`src/rtl/rst_seq.sv`:
```
// Reset sequencer: holds N_CH active-low resets low for MIN_ASSERT cycles,
// then releases them one by one every GAP cycles. Any ext_rst/sw_req request
// re-enters the hold phase and records its cause.
module rst_seq #(
  parameter int unsigned N_CH        = 4,
  parameter int unsigned SYNC_STAGES = 2,
  parameter int unsigned MIN_ASSERT  = 16,
  parameter int unsigned GAP         = 8
) (
  input  logic            clk,
  input  logic            rst,
  input  logic            ext_rst,
  input  logic            sw_req,
  output logic [N_CH-1:0] rstbs,
  output logic            ready,
  output logic [1:0]      cause
);

  localparam int unsigned CNT_MAX = (MIN_ASSERT > GAP) ? MIN_ASSERT : GAP;
  localparam int unsigned CNT_W   = $clog2(CNT_MAX + 1);
  localparam int unsigned IDX_W   = $clog2(N_CH + 1);

  typedef enum logic [1:0] {
    HOLD    = 2'd0,
    RELEASE = 2'd1,
    RUN     = 2'd2
  } state_t;

  state_t                 state_q;
  logic [CNT_W-1:0]       cnt_q;
  logic [IDX_W-1:0]       idx_q;
  logic [N_CH-1:0]        rstbs_q;
  logic [N_CH-1:0]        rstbs_d;
  logic                   ready_q;
  logic [1:0]             cause_q;
  logic [SYNC_STAGES-1:0] sync_q;
  logic                   ext_s;
  logic                   req;

  assign ext_s = sync_q[SYNC_STAGES-1];
  assign req   = ext_s | sw_req;

  // Synchronise the asynchronous external reset request into clk
  always_ff @(posedge clk) begin
    if (rst) begin
      sync_q <= '0;
    end else begin
      sync_q <= {sync_q[SYNC_STAGES-2:0], ext_rst};
    end
  end

  // Current release mask with the channel at idx_q added
  always_comb begin
    rstbs_d = rstbs_q;
    for (int i = 0; i < N_CH; i++) begin
      if (idx_q == IDX_W'(i)) begin
        rstbs_d[i] = 1'b1;
      end
    end
  end

  // Sequencer FSM with registered outputs
  always_ff @(posedge clk) begin
    if (rst) begin
      state_q <= HOLD;
      cnt_q   <= '0;
      idx_q   <= '0;
      rstbs_q <= '0;
      ready_q <= 1'b0;
      cause_q <= 2'b00;
    end else begin
      case (state_q)
        HOLD: begin
          if (req) begin
            cnt_q <= '0;
          end else if (cnt_q == CNT_W'(MIN_ASSERT - 1)) begin
            state_q <= RELEASE;
            cnt_q   <= '0;
            idx_q   <= '0;
          end else begin
            cnt_q <= cnt_q + CNT_W'(1);
          end
        end
        RELEASE: begin
          if (req) begin
            state_q <= HOLD;
            rstbs_q <= '0;
            ready_q <= 1'b0;
            cnt_q   <= '0;
            cause_q <= {sw_req, ext_s};
          end else if (cnt_q == CNT_W'(GAP - 1)) begin
            rstbs_q <= rstbs_d;
            idx_q   <= idx_q + IDX_W'(1);
            cnt_q   <= '0;
            if (idx_q == IDX_W'(N_CH - 1)) begin
              ready_q <= 1'b1;
              state_q <= RUN;
            end
          end else begin
            cnt_q <= cnt_q + CNT_W'(1);
          end
        end
        RUN: begin
          if (req) begin
            state_q <= HOLD;
            rstbs_q <= '0;
            ready_q <= 1'b0;
            cnt_q   <= '0;
            cause_q <= {sw_req, ext_s};
          end
        end
        default: begin
          state_q <= HOLD;
          rstbs_q <= '0;
          ready_q <= 1'b0;
          cnt_q   <= '0;
        end
      endcase
    end
  end

  assign rstbs = rstbs_q;
  assign ready = ready_q;
  assign cause = cause_q;

endmodule

```
`config.mk`:
```
export PLATFORM = sky130hd
export DESIGN_NAME = rst_seq
export DESIGN_NICKNAME = d
export VERILOG_FILES = /design/src/rtl/rst_seq.sv
export SDC_FILE = /design/constraint.sdc
export NUM_CORES = 1
export LEC_CHECK = 0
export BUFFER_PORTS_ARGS = -buffer_cell sky130_fd_sc_hd__clkbuf_2
export CORE_MARGIN = 4
export CORE_UTILIZATION = 57
export CTS_BUF_LIST = sky130_fd_sc_hd__clkbuf_8
export CTS_CLUSTER_DIAMETER = 150
export DETAILED_ROUTE_END_ITERATION = 6
export GPL_TIMING_DRIVEN = 0
export PLACE_DENSITY = 0.78
export SLEW_MARGIN = 10
export SYNTH_ARGS = -nofsm -noshare
export SYNTH_HDL_FRONTEND = slang
export SYNTH_SLANG_ARGS = --single-unit
export TNS_END_PERCENT = 10
```
`constraint.sdc`:
```
create_clock -name clk -period 2.2 [get_ports clk]
set_clock_uncertainty 0.1 [all_clocks]
set_input_delay 0.55 -clock clk [delete_from_list [all_inputs] [get_ports clk]]
set_output_delay 0.55 -clock clk [all_outputs]
set_load 0.02 [all_outputs]
```
==> results of run 1 <==
sequential cells by signal (all words and copies together), names as in the netlist:
| register | cells |
|---|---|
| idx_q | 3 |
| rstbs | 4 |
| cnt_q | 5 |
| state_q | 2 |
| sync_q | 2 |
| cause | 2 |
worst max-delay path, cell delays in order (launching register included):
cell       delay, ns
dfxtp_1         0.38
ha_2            0.26
nand3_1         0.11
inv_1           0.08
ha_1            0.19
mux2i_1         0.13
a2111oi_4       0.32
mux2i_1         0.24
nor2_1          0.05
cell type report:
class                   instances  area, µm²
multi-input cells              72        552
fillers                       118        468
flip-flops and latches         18        360
clock buffers                   4       55.1
repair buffers                 10       50.0
inverters                       9       33.8
plain buffers                   4       20.0
well taps                      16       20.0
kinds of logic after synthesis:
kind of cell	synth area share, %
adders and majority gates	14.3
and+or+nand+nor	19.1
buffers and inverters	5.58
muxes	4.16
DFF	37.4
AOI/OAI and AO/OA	19.5
worst min-delay path by stage:
| stage | endpoint | depth (start not counted) |
|---|---|---|
| after floorplan | sync_q[1] | 1 |
| after global placement | sync_q[1] | 1 |
| after detailed placement | sync_q[1] | 1 |
| after CTS | sync_q[1] | 1 |
| after global routing | sync_q[1] | 1 |
| final | sync_q[1] | 1 |
per-layer routing:
metal  wire length [µm]  part of all wire [%]  track usage, %  vias to the layer above
met3                 75                   3.8            5.20                        9
met4                 69                   3.5            12.3                        0
met5                  0                     0               0                        -
met1                856                    43            20.1                      372
li1                   -                     -               -                      384
met2                974                    49            31.5                       18
stage by stage:
step / hold WS [ns] / std cells / cell area [µm²]
after floorplan: 0.314 / 103 / 963
after global placement: 0.322 / 129 / 1030
after detailed placement: 0.349 / 129 / 1030
after CTS: 0.364 / 133 / 1090
after global routing: 0.368 / 133 / 1090
final: 0.359 / 133 / 1090
where the power goes:
| part | leakage, µW | switching, µW | internal [µW] |
|---|---|---|---|
| logic | 0.000260 | 13.4 | 8.75 |
| clock network | 0.0000288 | 108 | 159 |
| registers | 0.000146 | 3.43 | 329 |
| total | 0.000434 | 124 | 497 |
placed cells by master, fill, tap and decap left out, types with 4 or more instances in the layout:
cell      count
clkbuf_2     10
nor2_1        7
mux2i_1       4
ha_1         10
a21oi_1       8
nand2_1       9
a22o_1        4
inv_1         9
dfxtp_1      18
nand3_1       6
clkbuf_8      4
what timing repair did:
| action | 4_1_cts | 5_1_grt |
|---|---|---|
| resized for setup | 0 | 1 |
| endpoints found under the setup margin | 0 | 3 |
| hold buffers | 0 | 0 |
==> flow_metrics.py, run 1 <==
metrics = {
    "status": {
        "status": "completed",
    },
    "timing": {
        "setup_slack_ns": 0.207,
        "worstMarginPinSlew_ns": 0.460,
        "hold_viol_final": 0,
        "slew_headroom_pct": 69.1,
        "fin_crit_sh_pct": 90.6,
        "maxSlewViolCount": 0,
        "fmax_mhz": 502,
        "finalSetupViolations": 0,
        "rsz0062_at_grt": "no",
        "finalSetupTns_ns": 0,
        "finalCriticalPeriod_ns": 1.99,
    },
    "grt": {
        "antenna_found_initial": 0,
        "grt_pass1_wl_um": 3450,
        "grt_start_max_net_pins": 11,
        "grt_use_total_pct": 18.7,
        "grt_pass1_vias": 796,
        "grt_overflow": 0,
    },
    "synth": {
        "synth_ff_type": "dfxtp_1",
        "ys_types": 28,
        "yosysTopAreaCell": "dfxtp_1",
        "synth-seq-area-share_pct": 37.4,
        "synth_seq_cells": 18,
        "ys_top_cells_by_count": "dfxtp_1, ha_1, inv_1, nand2_1, a21oi_1",
        "avgSynthCellArea_um2": 9.35,
        "synth_fp_nets": 118,
        "synth_top_area_share_pct": 37.4,
        "synthTopCellsByArea": "dfxtp_1, ha_1, a21oi_1",
        "syn_area_um2": 963,
        "synth_edf_count": 0,
        "post-synth-top-count-cell": "dfxtp_1",
        "yosys_warnings": 0,
        "synthCells": 103,
        "async_flop_share_pct": 0,
    },
    "clock_tree": {
        "h-tree-depth": 1,
        "clockBufferDepth": 2,
        "clockRootBuffer": "clkbuf_8",
        "clkSinkCount": 18,
        "cts_setup_buffers": 0,
        "clk_latency_ns": 0.25,
        "path_clk_slew_ns": 0.07,
        "cts_tree": "yes",
        "cts-buffers-inserted": 3,
    },
    "routing": {
        "drt_first_pass_iters": 4,
        "wl_per_cell_um": 14.9,
        "drt-total-wl_um": 1980,
        "drt_iter0_markers": 15,
        "vias": 783,
        "drc": 0,
        "routed_via_density": 5.89,
        "antenna_left": 0,
    },
    "pwr": {
        "finalPower_uw": 622,
        "leakage_uw": 0.000434,
        "irDropWorstVdd_v": 0.000438,
        "power_density_nw_per_um2": 570,
    },
    "worst_setup_path": {
        "crit_path_start_kind": "flop",
        "crit_start": "cnt_q[0]",
        "worstPathRequired_ns": 2.23,
        "cp_max_fo": 4,
        "reg2reg_from": "cnt_q[0]",
        "r2r_cells": 8,
        "regToRegEndpoint": "idx_q[2]",
        "end_kind": "flop",
        "crit_end": "idx_q[2]",
        "crit_type": "reg -> reg",
        "arrival_ns": 2.02,
        "rrSetupSlack_ns": 0.21,
    },
    "die": {
        "die_w_um": 49.1,
        "dieArea_um2": 2410,
        "io_pins": 11,
        "coreArea_um2": 1560,
        "fp-row-count": 14,
        "start_util_pct": 61.8,
        "dieHeight_um": 49.1,
    },
    "hold_path": {
        "min_from": "sync_q[0]",
        "hold_path_class": "reg -> reg",
    },
    "cells_and_area": {
        "n_antenna_cell": 0,
        "utilization_pct": 70.0,
        "syn_to_final_growth_pct": 13.2,
        "layout-drive-gt1-share_pct": 18.8,
        "fin_nets": 133,
    },
    "run": {
        "cap_violations": 0,
    },
    "place": {
        "dpl.hpwl_um": 1430,
        "io_buffers": 10,
        "place_worst_setup_slack_ns": 0.0576,
        "place_congestion": 0.810,
    },
}
No activity file was read; power rests on OpenSTA's default activity.
==> inputs of run 2 (changes only) <==
Settings changed: CORE_UTILIZATION 57 to 55, PLACE_DENSITY 0.78 to 0.76.
==> run 2 against run 1 <==
Setup slack better by 0.039 ns. Design area fell by 0.34%. Clock power decreased by 13%. Non-clock buffer count stayed put. Critical path depth stayed put. Sequential cell count stayed put. Total power fell by 5.4%. Critical endpoint is now idx_q[0]. Highest routed layer unchanged.
==> flow_metrics.py, run 2 (synthesized netlist as in run 1, its figures left out) <==
metrics = {
    "routing": {
        "vias": 746,
        "drc": 0,
        "routed_via_density": 5.65,
        "drt_iter0_markers": 26,
        "met3_length_um": 67,
        "wl_per_cell_um": 13.1,
        "drt-total-wl_um": 1730,
        "met2WireLength_um": 782,
        "antenna_left": 0,
        "drt_first_pass_iters": 4,
        "drt-met1-wl_um": 833,
        "maxUsedRoutingLayer": "met4",
    },
    "timing": {
        "finalCriticalPeriod_ns": 1.95,
        "fmax_mhz": 512,
        "worstMarginPinSlew_ns": 0.461,
        "finalSetupViolations": 0,
        "fin_crit_sh_pct": 88.8,
        "holdWs_ns": 0.354,
        "maxSlewViolCount": 0,
        "slew_headroom_pct": 69.1,
        "finalSetupTns_ns": 0,
        "setup_slack_ns": 0.246,
        "hold_viol_final": 0,
        "rsz0062_at_grt": "no",
    },
    "cells_and_area": {
        "design_area_um2": 1090,
        "fin_nets": 133,
        "final_cell_mix": "dfxtp_1, ha_1, clkbuf_2",
        "largest_reg_flops": 5,
        "top_register": "cnt_q",
        "mostFrequentLayoutCell": "dfxtp_1",
        "syn_to_final_growth_pct": 12.9,
        "layout-drive-gt1-share_pct": 18.1,
        "n_antenna_cell": 0,
    },
    "clock_tree": {
        "cts_setup_buffers": 0,
        "clockRootBuffer": "clkbuf_8",
        "clkSinkCount": 18,
        "cts-buffers-inserted": 3,
        "clockBufferDepth": 2,
        "path_clk_slew_ns": 0.07,
        "cts_hold_buf": 0,
        "h-tree-depth": 1,
        "clk_latency_ns": 0.26,
        "cts_tree": "yes",
    },
    "grt": {
        "grt_overflow": 0,
        "grt_pass1_vias": 708,
        "grt_pass1_wl_um": 3040,
        "grt_start_max_net_pins": 11,
        "antenna_found_initial": 0,
        "grt_use_total_pct": 16.1,
    },
    "pwr": {
        "leakage_uw": 0.000427,
        "irDropWorstVdd_v": 0.000588,
        "power_density_nw_per_um2": 541,
    },
    "worst_setup_path": {
        "crit_type": "reg -> reg",
        "cp.depth": 8,
        "cp_cell_sequence": "ha_4 -> nand3_1 -> inv_1 -> ha_1 -> mux2i_1 -> a2111oi_4 -> mux2i_1 -> nor2_1",
        "crit_top_cell": "mux2i_1",
        "path_buf_inv": 1,
        "critPathSlowestCell": "dfxtp_1",
        "arrival_ns": 1.99,
        "cp_top_family": "flip-flops",
        "crit_path_start_kind": "flop",
        "r2r_cells": 8,
        "end_kind": "flop",
        "worstPathRequired_ns": 2.24,
        "cp_slowest_stage_delay_ns": 0.42,
        "cp_max_fo": 4,
    },
    "die": {
        "dieArea_um2": 2490,
        "io_pins": 11,
        "fp-row-count": 14,
        "dieHeight_um": 49.9,
        "coreArea_um2": 1580,
        "start_util_pct": 61.1,
        "die_w_um": 49.9,
    },
    "hold_path": {
        "hold_path_class": "reg -> reg",
        "hold_depth": 1,
    },
    "place": {
        "dpl-instance-area_um2": 1030,
        "place_congestion": 0.767,
        "dpl.hpwl_um": 1320,
        "io_buffers": 10,
        "place_worst_setup_slack_ns": 0.0406,
    },
    "run": {
        "cap_violations": 0,
    },
    "status": {
        "status": "completed",
    },
}
==> run 2: cell count changes in the layout (fill, tap and decap cells not counted), sizes merged <==
| cell | previous run | this run |
|---|---|---|
| clkbuf | 16 | 15 |
==> run 2: layout make-up <==
class / instances / area, µm²
Buffer: 4 / 20.0
Timing Repair Buffer: 10 / 50.0
Tap cell: 16 / 20.0
Inverter: 9 / 33.8
Fill cell: 129 / 489
Clock buffer: 3 / 41.3
Sequential cell: 18 / 360
Multi-Input combinational cell: 72 / 562
==> run 2: timing repair <==
action                                  in CTS  in global routing
endpoints found under the setup margin       0                  3
resized for setup                            0                  2
endpoints found under the hold margin        0                  0
==> run 2: metal layers <==
layer / vias to the layer above / global-route usage (%)
met3: 5 / 4.52
met2: 17 / 25.8
met1: 337 / 19.5
met4: 0 / 8.29
met5: - / 0
li1: 387 / -
==> run 2: metrics by stage <==
stage	power, µW	std cells	util [%]
3_5_place_dp	361	129	65.6
3_3_place_gp	361	129	65.6
4_1_cts	588	132	68.2
2_1_floorplan	353	103	-
6_report	588	132	69.0
5_1_grt	612	132	69.0
==> run 2: where the power goes <==
part           switching (µW)  internal [µW]
registers                3.80            329
logic                    12.7           9.48
clock network             111            122
==> run 2: path summary, 6_finish.rpt <==
path | startpoint | end | slack [ns]
worst max-delay path | cnt_q[0] | idx_q[0] | 0.25
worst min-delay path | sync_q[0] | sync_q[1] | 0.35
worst max register to register | cnt_q[0] | idx_q[0] | 0.25
worst min register to register | sync_q[0] | sync_q[1] | 0.35
==> inputs of run 3 (changes only) <==
Settings changed: RECOVER_POWER set to 100.
==> run 3 against run 2 <==
Hold slack hardly changed. Maximum frequency is 0.31% higher. Cell count stayed put. Design area is 0.92% lower. First-iteration DRC count is 7.7% lower.
==> flow_metrics.py, run 3 (synthesized netlist as in run 1, its figures left out) <==
metrics = {
    "status": {
        "status": "completed",
    },
    "worst_setup_path": {
        "end_kind": "flop",
        "path_buf_inv": 1,
        "crit_path_start_kind": "flop",
        "crit_top_cell": "mux2i_1",
        "cp_slowest_stage_delay_ns": 0.42,
        "cp_top_family": "flip-flops",
        "r2r_cells": 8,
        "reg2reg_from": "cnt_q[0]",
        "arrival_ns": 1.98,
        "regToRegEndpoint": "idx_q[0]",
        "cp_cell_sequence": "ha_4 -> nand3_1 -> inv_1 -> ha_1 -> mux2i_1 -> a2111oi_4 -> mux2i_1 -> nor2_1",
        "cp_max_fo": 4,
        "worstPathRequired_ns": 2.24,
        "rrSetupSlack_ns": 0.25,
        "crit_type": "reg -> reg",
        "critPathSlowestCell": "dfxtp_1",
    },
    "timing": {
        "holdWs_ns": 0.354,
        "worstMarginPinSlew_ns": 0.468,
        "rsz0062_at_grt": "no",
        "fmax_mhz": 513,
        "finalSetupViolations": 0,
        "finalCriticalPeriod_ns": 1.95,
        "fin_crit_sh_pct": 88.5,
        "slew_headroom_pct": 68.6,
        "finalSetupTns_ns": 0,
        "maxSlewViolCount": 0,
        "hold_viol_final": 0,
    },
    "routing": {
        "drt-total-wl_um": 1730,
        "vias": 755,
        "wl_per_cell_um": 13.1,
        "drt_iter0_markers": 24,
        "drt_first_pass_iters": 4,
        "antenna_left": 0,
        "drc": 0,
        "routed_via_density": 5.72,
    },
    "hold_path": {
        "hold_end": "sync_q[1]",
        "hold_path_class": "reg -> reg",
        "hold_depth": 1,
        "min_from": "sync_q[0]",
    },
    "clock_tree": {
        "clkSinkCount": 18,
        "cts_resized": 0,
        "cts_hold_buf": 0,
        "clockRootBuffer": "clkbuf_8",
        "cts_tree": "yes",
        "clk_latency_ns": 0.26,
        "cts_setup_buffers": 0,
        "cts-buffers-inserted": 3,
        "h-tree-depth": 1,
        "path_clk_slew_ns": 0.07,
        "clockBufferDepth": 2,
    },
    "pwr": {
        "power.share.switching_pct": 21.6,
        "sequentialPowerShare_pct": 56.7,
        "power_density_nw_per_um2": 545,
        "clkPwrFrac_pct": 39.5,
        "p_switching_uw": 127,
        "irDropWorstVdd_v": 0.000588,
        "finalPower_uw": 587,
        "power.internal_uw": 460,
        "comb_power_share_pct": 3.7,
        "leakage_uw": 0.000400,
    },
    "die": {
        "fp-row-count": 14,
        "io_pins": 11,
        "coreArea_um2": 1580,
        "start_util_pct": 61.1,
        "dieArea_um2": 2490,
        "die_w_um": 49.9,
        "dieHeight_um": 49.9,
    },
    "cells_and_area": {
        "top_register": "cnt_q",
        "largest_reg_flops": 5,
        "n_antenna_cell": 0,
        "final_cells": 132,
        "multi_input_area_um2": 562,
        "register_area_um2": 360,
        "final_cell_mix": "dfxtp_1, clkbuf_1, ha_1",
        "layout-drive-gt1-share_pct": 11.2,
        "utilization_pct": 68.3,
        "n_fill_cell": 136,
        "fin_nets": 133,
        "syn_to_final_growth_pct": 11.8,
        "mostFrequentLayoutCell": "dfxtp_1",
    },
    "run": {
        "cap_violations": 0,
    },
    "grt": {
        "grt_use_total_pct": 16.1,
        "grt_pass1_vias": 708,
        "grt_overflow": 0,
        "grt_start_max_net_pins": 11,
        "grt_pass1_wl_um": 3040,
        "antenna_found_initial": 0,
    },
    "place": {
        "io_buffers": 10,
        "placed_cells": 129,
        "dpl.hpwl_um": 1320,
        "place_congestion": 0.767,
    },
}
==> run 3: cell counts in the layout (fill, tap and decap cells not counted) <==
No cell type changed its count.
==> run 3: worst register-to-register path: stages (launching register included) <==
cell       delay (ns)
dfxtp_1          0.42
ha_4             0.20
nand3_1          0.11
inv_1            0.09
ha_1             0.18
mux2i_1          0.13
a2111oi_4        0.33
mux2i_1          0.23
nor2_1           0.05
==> run 3: final cells by class <==
class                      count  share of cell area [%]
buffer                         4                    1.86
clock buffer                   3                    3.83
inverter                       9                    3.14
multi-input combinational     72                    52.1
sequential                    18                    33.4
tap                           16                    1.86
timing repair buffer          10                    3.72
==> run 3: worst max path at each step <==
stage,from,to,slack (ns),cells after the start
2_1_floorplan,cnt_q[0],idx_q[0],0.28,8
3_3_place_gp,cnt_q[0],idx_q[0],0.09,8
3_5_place_dp,cnt_q[0],idx_q[2],0.04,8
4_1_cts,cnt_q[0],idx_q[0],0.04,8
5_1_grt,cnt_q[0],idx_q[2],0.004,8
6_report,cnt_q[0],idx_q[0],0.25,8
==> run 3: metrics by stage <==
stage | setup slack, ns | area, µm²
final | 0.252 | 1080
after global routing | 0.00417 | 1080
after CTS | 0.0417 | 1070
after detailed placement | 0.0406 | 1030
after global placement | 0.0940 | 1030
after floorplan | 0.277 | 963
==> run 3: per-layer routing <==
metal / wire length [µm] / vias to the layer above / GRT usage (%)
li1: - / 385 / -
met1: 791 / 343 / 19.5
met2: 802 / 22 / 25.8
met3: 94 / 5 / 4.52
met4: 44 / 0 / 8.29
met5: 0 / - / 0
==> run 3: power groups by stage <==
stage	sequential, µW	clock [µW]	combinational [µW]
detailed placement	340	0	21.1
global route	333	254	25.1
floorplan	339	0	13.4
global placement	340	0	20.8
finish	333	232	21.9
CTS	332	234	21.2
